`src/rtl/ch3_wave_sequencer.sv`:
```
// Wave channel (ch3) playback controller: timer, wave table sequencing, length counter,
// DAC gating, volume shift and wave RAM sharing. Define CH3_CPU_SNOOP_EN for the DMG CPU snoop quirk.
module ch3_wave_sequencer #(
    parameter int unsigned START_DELAY = 3,
    parameter int unsigned LEN_BITS    = 9
) (
    input  logic       cery_2mhz,
    input  logic       napu_reset,
    input  logic       dac_en,
    input  logic       len_load,
    input  logic [7:0] len_data,
    input  logic [1:0] vol_code,
    input  logic [10:0] freq,
    input  logic       len_en,
    input  logic       trigger,
    input  logic       len_tick,
    input  logic       cpu_wave_req,
    input  logic [3:0] cpu_wave_addr,
    output logic       cpu_wave_gnt,
    output logic [3:0] wave_addr,
    output logic       wave_rd,
    input  logic [7:0] wave_data,
    output logic       ch_on,
    output logic [3:0] sample
);

    localparam int unsigned TIMER_W = 11;
    localparam int unsigned POS_W   = 5;
    localparam int unsigned SCNT_W  = (START_DELAY > 1) ? $clog2(START_DELAY) : 1;
    localparam logic [TIMER_W-1:0]  TIMER_MAX  = '1;
    localparam logic [SCNT_W-1:0]   START_LAST = SCNT_W'(START_DELAY - 1);
    localparam logic [LEN_BITS-1:0] LEN_FULL   = LEN_BITS'(256);

    typedef enum logic [1:0] {
        ST_OFF   = 2'd0,
        ST_START = 2'd1,
        ST_RUN   = 2'd2
    } state_t;

    state_t               state;
    state_t               state_nxt;
    logic [SCNT_W-1:0]    start_cnt;
    logic [TIMER_W-1:0]   timer;
    logic [POS_W-1:0]     pos;
    logic [LEN_BITS-1:0]  len_cnt;
    logic [LEN_BITS-1:0]  len_base;
    logic [LEN_BITS-1:0]  len_after;
    logic [LEN_BITS-1:0]  len_nxt;
    logic                 len_dec;
    logic                 len_expire;
    logic                 ch_on_q;
    logic                 rd_q;
    logic                 lat_q;
    logic                 lat_sel;
    logic [3:0]           nibble;
    logic                 trig_ok;
    logic                 overflow;

    assign trig_ok  = trigger & dac_en;
    assign overflow = (state == ST_RUN) && (timer == TIMER_MAX);

    // Length counter: load beats everything; a trigger reload of an empty counter precedes the tick.
    always_comb begin
        len_base   = len_cnt;
        len_after  = len_cnt;
        len_nxt    = len_cnt;
        len_dec    = 1'b0;
        len_expire = 1'b0;
        if (trig_ok && (len_cnt == '0)) begin
            len_base = LEN_FULL;
        end
        len_dec   = len_tick & len_en & (len_base != '0);
        len_after = len_dec ? (len_base - LEN_BITS'(1)) : len_base;
        if (len_load) begin
            len_nxt = LEN_FULL - LEN_BITS'(len_data);
        end else begin
            len_nxt    = len_after;
            len_expire = len_dec & (len_after == '0);
        end
    end

    // Next-state logic: DAC off or length expiry always forces OFF.
    always_comb begin
        state_nxt = state;
        case (state)
            ST_OFF:   if (trig_ok) state_nxt = ST_START;
            ST_START: if (start_cnt == START_LAST) state_nxt = ST_RUN;
            ST_RUN:   state_nxt = ST_RUN;
            default:  state_nxt = ST_OFF;
        endcase
        if (trig_ok) begin
            state_nxt = ST_START;
        end
        if (!dac_en || len_expire) begin
            state_nxt = ST_OFF;
        end
    end

    always_ff @(posedge cery_2mhz or negedge napu_reset) begin
        if (!napu_reset) begin
            state <= ST_OFF;
        end else begin
            state <= state_nxt;
        end
    end

    // Timer, position and START delay.
    always_ff @(posedge cery_2mhz or negedge napu_reset) begin
        if (!napu_reset) begin
            start_cnt <= '0;
            timer     <= '0;
            pos       <= '0;
        end else begin
            if (trig_ok || (state != ST_START)) begin
                start_cnt <= '0;
            end else begin
                start_cnt <= start_cnt + SCNT_W'(1);
            end
            if (trig_ok) begin
                timer <= freq;
                pos   <= '0;
            end else if (state == ST_RUN) begin
                if (overflow) begin
                    timer <= freq;
                    pos   <= pos + POS_W'(1);
                end else begin
                    timer <= timer + TIMER_W'(1);
                end
            end
        end
    end

    // Fetch pipeline: strobe after overflow, RAM data the cycle after, nibble latched next.
    always_ff @(posedge cery_2mhz or negedge napu_reset) begin
        if (!napu_reset) begin
            rd_q    <= 1'b0;
            lat_q   <= 1'b0;
            lat_sel <= 1'b0;
            nibble  <= '0;
        end else begin
            rd_q    <= overflow & dac_en & ~trig_ok;
            lat_q   <= rd_q & dac_en;
            lat_sel <= pos[0];
            if (!dac_en) begin
                nibble <= '0;
            end else if (lat_q) begin
                nibble <= lat_sel ? wave_data[3:0] : wave_data[7:4];
            end
        end
    end

    always_ff @(posedge cery_2mhz or negedge napu_reset) begin
        if (!napu_reset) begin
            len_cnt <= '0;
            ch_on_q <= 1'b0;
        end else begin
            len_cnt <= len_nxt;
            if (!dac_en || len_expire) begin
                ch_on_q <= 1'b0;
            end else if (trig_ok) begin
                ch_on_q <= 1'b1;
            end
        end
    end

    assign wave_rd = rd_q;
    assign ch_on   = ch_on_q & dac_en;

    // Volume shift on the held nibble, so vol_code changes show up immediately.
    always_comb begin
        sample = '0;
        case (vol_code)
            2'b00:   sample = '0;
            2'b01:   sample = nibble;
            2'b10:   sample = nibble >> 1;
            2'b11:   sample = nibble >> 2;
            default: sample = '0;
        endcase
    end

`ifdef CH3_CPU_SNOOP_EN
    // DMG quirk: while playing, the CPU only sees the byte the channel is fetching.
    always_comb begin
        cpu_wave_gnt = 1'b0;
        wave_addr    = pos[4:1];
        if (ch_on) begin
            cpu_wave_gnt = cpu_wave_req & rd_q;
        end else begin
            cpu_wave_gnt = cpu_wave_req & ~rd_q;
            if (cpu_wave_gnt) begin
                wave_addr = cpu_wave_addr;
            end
        end
    end
`else
    // Channel fetch has priority; a denied CPU request is served on the following free cycle.
    always_comb begin
        cpu_wave_gnt = cpu_wave_req & ~rd_q;
        wave_addr    = pos[4:1];
        if (cpu_wave_gnt) begin
            wave_addr = cpu_wave_addr;
        end
    end
`endif

endmodule

```
`config.mk`:
```
export PLATFORM = sky130hd
export DESIGN_NAME = ch3_wave_sequencer
export DESIGN_NICKNAME = d
export VERILOG_FILES = /design/src/rtl/ch3_wave_sequencer.sv
export SDC_FILE = /design/constraint.sdc
export NUM_CORES = 1
export LEC_CHECK = 0
export BUFFER_PORTS_ARGS = -buffer_cell sky130_fd_sc_hd__buf_4
export CAP_MARGIN = 20
export CORE_MARGIN = 2
export CORE_UTILIZATION = 45
export DETAILED_ROUTE_END_ITERATION = 8
export PLACE_DENSITY = 0.68
export SLEW_MARGIN = 10
export SYNTH_ARGS = -nofsm -noshare
export SYNTH_HDL_FRONTEND = slang
export SYNTH_SLANG_ARGS = --single-unit
export TNS_END_PERCENT = 30
```
`constraint.sdc`:
```
create_clock -name cery_2mhz -period 3.25 [get_ports cery_2mhz]
set_clock_uncertainty 0.2 [all_clocks]
set_input_delay 0.325 -clock cery_2mhz [delete_from_list [all_inputs] [get_ports cery_2mhz]]
set_output_delay 0.325 -clock cery_2mhz [all_outputs]
set_load 0.1 [all_outputs]
```
== Yosys cells after proc, flatten, opt, wreduce, memory -nomap -nowiden ==
Index checks and enable logic that the tools add are counted.
Word-level totals
  flip-flop bits (word level): 37
  input port bits: 41
  word-level logic and storage cells: 74
Cells by class
  $add $sub $neg: 5
  equal/unequal tests: 11
  multiplexer cells: 22
  bitwise operators: 11
  reduce and logical (&&, ||, !) cells: 15
Operators with widths (count)
  11-bit two-way mux: 3
  9-bit two-way mux: 3
  9-bit zero test: 2
  4-bit two-way mux: 4
  4-bit one-hot mux with 4 select lines: 1
  5-bit two-way mux: 3
  11-bit by 1-bit adder with 11-bit output, second input constant: 1
  11-bit == test, second input constant: 1
  1-bit bitwise AND: 9
  9-bit nonzero test: 1
  9-bit by 1-bit subtractor with 9-bit output, second input constant: 1
  9-bit by 8-bit subtractor with 9-bit output, first input constant: 1
  2-bit == test, second input constant: 4
  2-bit two-way mux: 4
  2-bit one-hot mux with 3 select lines: 1
  2-bit nonzero test: 3
  5-bit by 1-bit adder with 5-bit output, second input constant: 1
  2-bit by 1-bit == test with 1-bit output, second input constant: 2
  2-bit zero test: 2
  2-bit by 1-bit inequality test with 1-bit output, second input constant: 2
  4-bit inequality test, second input constant: 1
  2-bit AND reduction: 2
  1-bit two-way mux: 3
  3-bit inequality test, second input constant: 1
  5 further kinds: 8

== Logic depth before layout (Yosys ltp) ==
Gate-level depths: netlist of the first run.
  word-level depth: 12
  gate-level depth with buffers: 7
  gate-level depth less buffers: 6

== Least setup slack after synthesis of the first run ==
Ideal clock, no wire load.
  path kind: register to output
  start point: reg rd_q (netlist: wave_rd)
  end point: out wave_addr[0]
  data arrival time: 2602 ps
  required time: 2725 ps
  path slack: 123 ps
  cell stages (with the launch flop): 4
  buffers on the path: 1
  cells stage by stage: dfrtp_1 -> nor2b_1 -> clkbuf_1 -> mux2_2
On the way
  word-level cells in the longest chain between the ends: 3
Ends and longest elaborated chain
  from (decl): line 52  | logic rd_q;
  from (signal assigned): line 141  | rd_q <= overflow & dac_en & ~trig_ok;
  1-bit inverter: line 198  | cpu_wave_gnt = cpu_wave_req & ~rd_q;
  1-bit bitwise AND: line 198
  via cpu_wave_gnt: line 19  | output logic cpu_wave_gnt,
  4-bit two-way mux: line 200  | if (cpu_wave_gnt) begin
  to (decl): line 20  | output logic [3:0] wave_addr,
The timed path passes the listed nets, and every way through them passes these cells.

== Worst setup path in the final report of the first run ==
  start point: reg timer[0]
  end point: reg pos[3]
On the way
  word-level cells in the longest chain between the ends: 4
Ends and longest elaborated chain
  from (decl): line 43  | logic [TIMER_W-1:0] timer;
  from (signal assigned): line 120  | timer <= freq;
  from (signal assigned): line 124  | timer <= freq;
  from (signal assigned): line 127  | timer <= timer + TIMER_W'(1);
  11-bit == test: line 60  | assign overflow = (state == ST_RUN) && (timer == TIMER_MAX);
  1-bit logical AND: line 60
  2-bit nonzero test (no line)
  2-bit AND reduction (no line)
  to (signal assigned): line 125  | pos <= pos + POS_W'(1);
  to (decl): line 44  | logic [POS_W-1:0] pos;
Every way passes these cells.
A chain may end at the register's enable or synchronous reset.

==> results.md, run 1 <==
* Status: completed
* ANT nets after route at 0
* IO buf count at 51
* Vias per cell at 5.71
* Number of global-route vias before repair at around 2.1k
* Initial cell density of the core at a little under half
* TNS Setup at 0 ns
* Root Buffer: clkbuf_8
* Antenna Cells at 0
* Syn_nets at 329
* Rows at 26
* Total gr overflow at 0
* Die X at 77.2 um
* Startpoint Class: flop
* CP required at approximately 3.3 ns
* First-pass GRT wire length at 9670 um
* Crit path DAT at 2.36 ns
* Cts bufs inserted at 5
* Post-synth EDFFs at 0
* Area growth, synth to finish at 22.7%
* Final WL at 5720 um
* Mapped Cells at 280
* Main area contributors after synthesis: dfrtp_1, o21ai_0, ha_1
* Commonest non-fill, non-tap cell in the layout: buf_4
* Via count at 2289
* Layout net count at 380
* WL/cell at 14.3 um
* Clk_lat worst skew at 0.29 ns
* Top cell type's share of synthesized area at 38.4%
* Max-slew headroom at 48.7%
* Synth Warn # at 0
* Type of the most critical hold path: in -> reg
* Total Power at 1130 uW
* H-tree level count at 2
* Pre-antenna DRT Iters at 4
* Die ar. at 5960 um2
* Drt initial violations at 104
* Synth Register Bits at 37
* Dpl hpwl at 4210 um
* CP Class: reg -> reg
* Post-layout util at approximately 58%
* FFs w/ async S/R, synth at 100%
* Final Hold Fails at 0
* Post-synth cell types at 51
* Fillers at 491
* # Max-Cap Violations at 0
* Layout cells sized above 1 at 20.5%
* Post-Syn Area at 2410 um2
* Longest Clk Path Bufs at 2
* Fmax at around 430 MHz
* RSZ-0062 raised after global routing: no
* Pleak at 0.00131 uW
* Slew at the pin with the worst max-slew slack at 0.759 ns
* Ports at 52
* Avg Synthesized Cell Area at 8.62 um2
* Final Cycle Share at just over 70%
* Max Slew Vio Count at 0
* Final setup fails at 0
* Sequential area share after synthesis at 38.4%
* Primary FF master, synth: dfrtp_1
* Antenna violations before repair at 0
* Largest net degree at the start of global routing at 38
* Most frequent cells in the layout: buf_4, dfrtp_1, nand2_1
* Clock transition at path regs at 0.07 ns
* Reg-to-reg slack, setup at 0.91 ns
* DRC violations left at 0
* Leading area contributor after synthesis: dfrtp_1
* TritonCTS clock tree: yes
* CP max FO at 8
* Pwr/cell area at about 380 nW/um2
* RePlAce Congestion at approximately 0.92
* All-Layer GR Usage at 20.0%
* Clock tree sinks at 37
* Peak supply drop at 0.000258 V
* Die height at 77.2 um
* Core area at around 5100 um2
* CP endpoint kind: flop
* Fin crit period at 2.34 ns
-- worst max-delay path, stage by stage (launching register included) --
cell and delay, ns:
dfrtp_1 0.42, ha_1 0.29, nand4_2 0.19, or4_1 0.64
or3_1 0.39, a21oi_1 0.14
-- repair_timing --
action,4_1_cts,5_1_grt
buffers inserted,0,0
hold endpoints to repair,37,0
endpoints found under the setup margin,0,0
resized for setup,0,0
hold buffers,1,0
-- flip-flops by register name (all words and copies together) (netlist names) --
name       cells
start_cnt      2
len_cnt        9
state          2
timer         11
wave_rd        1
pos            5
ch_on_q        1
lat_q          1
lat_sel        1
nibble         4
-- cell usage after synthesis (3+ instances only) --
| master | number |
|---|---|
| or3_1 | 6 |
| a2bb2oi_1 | 4 |
| and2_1 | 4 |
| nand3_1 | 8 |
| inv_1 | 17 |
| mux2i_1 | 4 |
| nand4_1 | 6 |
| nor2b_1 | 6 |
| a21oi_1 | 15 |
| dfrtp_1 | 37 |
| and4_1 | 6 |
| a41oi_1 | 3 |
| nor3_1 | 11 |
| o21ai_0 | 23 |
| a211oi_1 | 4 |
| nand2_1 | 25 |
| nor2_1 | 22 |
| or4_1 | 3 |
| xnor2_1 | 6 |
| o211ai_1 | 4 |
| ha_1 | 8 |
| mux2_2 | 4 |
| nor4_1 | 6 |
| o211a_1 | 4 |
| clkbuf_1 | 10 |
-- metal layers --
metal,global-route usage [%],up-vias,routed length (um)
li1,-,1132,-
met1,27.3,1080,2730
met2,31.8,71,2610
met3,4.24,6,312
met4,6.07,0,65
met5,0,-,0
-- per-stage QoR --
| stage | hold slack (ns) | std cells | worst slack [ns] | area [um2] |
|---|---|---|---|---|
| floorplan | -0.171 | 280 | 0.123 | 2410 |
| global placement | 0.123 | 393 | 1.01 | 2860 |
| detailed placement | 0.124 | 393 | 0.952 | 2860 |
| CTS | 0.0641 | 401 | 0.923 | 2960 |
| global route | 0.0899 | 401 | 0.788 | 2960 |
| finish | 0.0659 | 401 | 0.907 | 2960 |
-- final cells by class --
type,count,area (um2),area share [%]
multi-input cells,214,1380,46.5
clock buffers,7,86.3,2.92
repair buffers,55,415,14.0
flip-flops and latches,37,926,31.3
inverters,18,67.6,2.28
well taps,70,87.6,2.96
-- cells by family (layout without fill, tap and decap cells) --
kind of cell,count (synthesis),count (layout),synth area share [%]
flops,37,37,38.4
compound gates,73,73,20.1
simple gates,118,118,26.8
fa+ha+maj,8,8,4.15
buf+inv,29,80,4.56
xor+xnor,7,7,2.54
mux,8,8,3.53
-- report_power, final --
| part | switching [uW] | total [uW] | internal (uW) |
|---|---|---|---|
| sequential | 44.8 | 542 | 497 |
| clock | 166 | 334 | 168 |
| combinational | 148 | 256 | 108 |
| total | 358 | 1130 | 773 |
-- path summary, 6_finish.rpt --
kind,start,to,cells after the start
hold reg to reg,start_cnt[0],start_cnt[0],1
hold / removal,freq[6],timer[6],3
min in group asynchronous,napu_reset,len_cnt[5],2
max in group asynchronous,napu_reset,nibble[3],2
setup reg to reg,timer[0],pos[3],5
setup / recovery,timer[0],pos[3],5
No activity file was read; power rests on OpenSTA's default activity.
==> run 2, diff against run 1 <==
- clock period: 3.25 -> 2.4 ns (I/O delays scaled with it)
==> results.md, run 2 (synthesis gave the netlist of run 1 again) <==
* Status: completed
* CP endpoint kind: flop
* Startpoint Class: flop
* Vias per cell at 5.77
* Clock tree sinks at 37
* Clk_lat worst skew at between 0.2 and 0.3 ns
* Pre-antenna DRT Iters at 4
* Via count at 2350
* Pwr/cell area at ~540 nW/um2
* Root Buffer: clkbuf_8
* Antenna violations before repair at 0
* Number of global-route vias before repair at 2254
* Fmax at between 400 and 500 MHz
* Final setup fails at 0
* All-Layer GR Usage at 21.2%
* RSZ-0062 raised after global routing: no
* Largest regs: timer (11), len_cnt (9), pos (5)
* Max Slew Vio Count at 0
* # Max-Cap Violations at 0
* Drt initial violations at 152
* Dpl hpwl at 4440 um
* TritonCTS clock tree: yes
* WL/cell at 14.7 um
* Die height at 77.2 um
* Cts bufs inserted at 5
* CP max stage delay at approximately 0.44 ns
* Layout net count at 385
* IO buf count at 51
* Commonest non-fill, non-tap cell in the layout: buf_4
* First-pass GRT wire length at 10300 um
* Final WL at 5970 um
* Post-CTS Setup Bufs at 0
* Clock transition at path regs at roughly 0.07 ns
* Final Cycle Share at 92.4%
* Die X at 77.2 um
* ANT nets after route at 0
* Total gr overflow at 0
* CP Class: reg -> reg
* Final Hold Fails at 0
* Rows at 26
* Layout cells sized above 1 at around 22%
* Fin crit period at 2.22 ns
* Pleak at 0.00135 uW
* Antenna Cells at 0
* Slowest CP cell: dfrtp_1
* DRC violations left at 0
* Worst path cell trace: inv_1, ha_1, nand3_1, a41oi_1, a311oi_1, or3b_2
* RePlAce Congestion at 0.834
* Area growth, synth to finish at 26.0%
* Post-layout util at 59.2%
* Slew at the pin with the worst max-slew slack at 0.722 ns
* H-tree level count at 2
* Core area at ~5100 um2
* Largest net degree at the start of global routing at 38
* Crit path DAT at 2.18 ns
* Initial cell density of the core at 46.9%
* Peak supply drop at 0.000428 V
* Most frequent cells in the layout: buf_4, dfrtp_1, nand2_1
* Type of the most critical hold path: in -> reg
* Register name with the most flops: timer
* Hold Slack at 0.00327 ns
* CP required at 2.37 ns
* CP max FO at 7
* Die ar. at 5960 um2
* Max-slew headroom at around half
* Largest register FFs at 11
* Longest Clk Path Bufs at 2
* Ports at 52
[run 2: what timing repair did]
action,in CTS,in global routing
endpoints found under the setup margin,0,1
endpoints found under the hold margin,39,0
resized for setup,0,1
hold buffers,3,0
[run 2: critical path: cells and delay by family, from the launching register on]
family	cells	cell delay, ns
and+or+nand+nor	2	0.58
DFF	1	0.44
adders and majority gates	1	0.23
AOI/OAI and AO/OA	2	0.53
buffers and inverters	1	0.11
[run 2: layer usage]
layer	global-route usage, %	part of all wire [%]
met3	4.35	5.6
met2	33.0	48
met5	0	0
met1	29.2	45
met4	7.86	1.6
[run 2: power breakdown]
| part | switching (uW) | leakage, uW | internal (uW) |
|---|---|---|---|
| registers | 62.0 | 0.000469 | 672 |
| logic | 203 | 0.000822 | 151 |
| clock network | 227 | 0.0000574 | 338 |
[run 2: worst paths after layout]
check,from,end,slack (ns),depth (start not counted)
hold / removal,freq[10],timer[10],0.003,2
hold reg to reg,start_cnt[0],start_cnt[0],0.23,1
setup reg to reg,len_cnt[0],len_cnt[6],0.18,6
min in group asynchronous,napu_reset,len_cnt[7],0.25,2
max in group asynchronous,napu_reset,wave_rd,1.38,2
setup / recovery,len_cnt[0],len_cnt[6],0.18,6
[run 2: final cells by class]
cell class / instances / area, um2
Multi-Input combinational cell: 214 / 1380
Timing Repair Buffer: 60 / 458
Fill cell: 500 / 2100
Tap cell: 70 / 87.6
Sequential cell: 37 / 927
Clock inverter: 2 / 37.5
Inverter: 18 / 67.6
Clock buffer: 6 / 82.6
[run 2: through the flow]
step                cell area (um2)  cells  setup TNS (ns)  setup WS (ns)  total power (uW)
floorplan                      2410    280           -1.07         -0.539               950
global placement               2890    396               0          0.223              1080
detailed placement             2890    396               0          0.149              1090
CTS                            3040    407               0          0.104              1660
global route                   3040    407               0         0.0495              1740
finish                         3040    407               0          0.182              1650
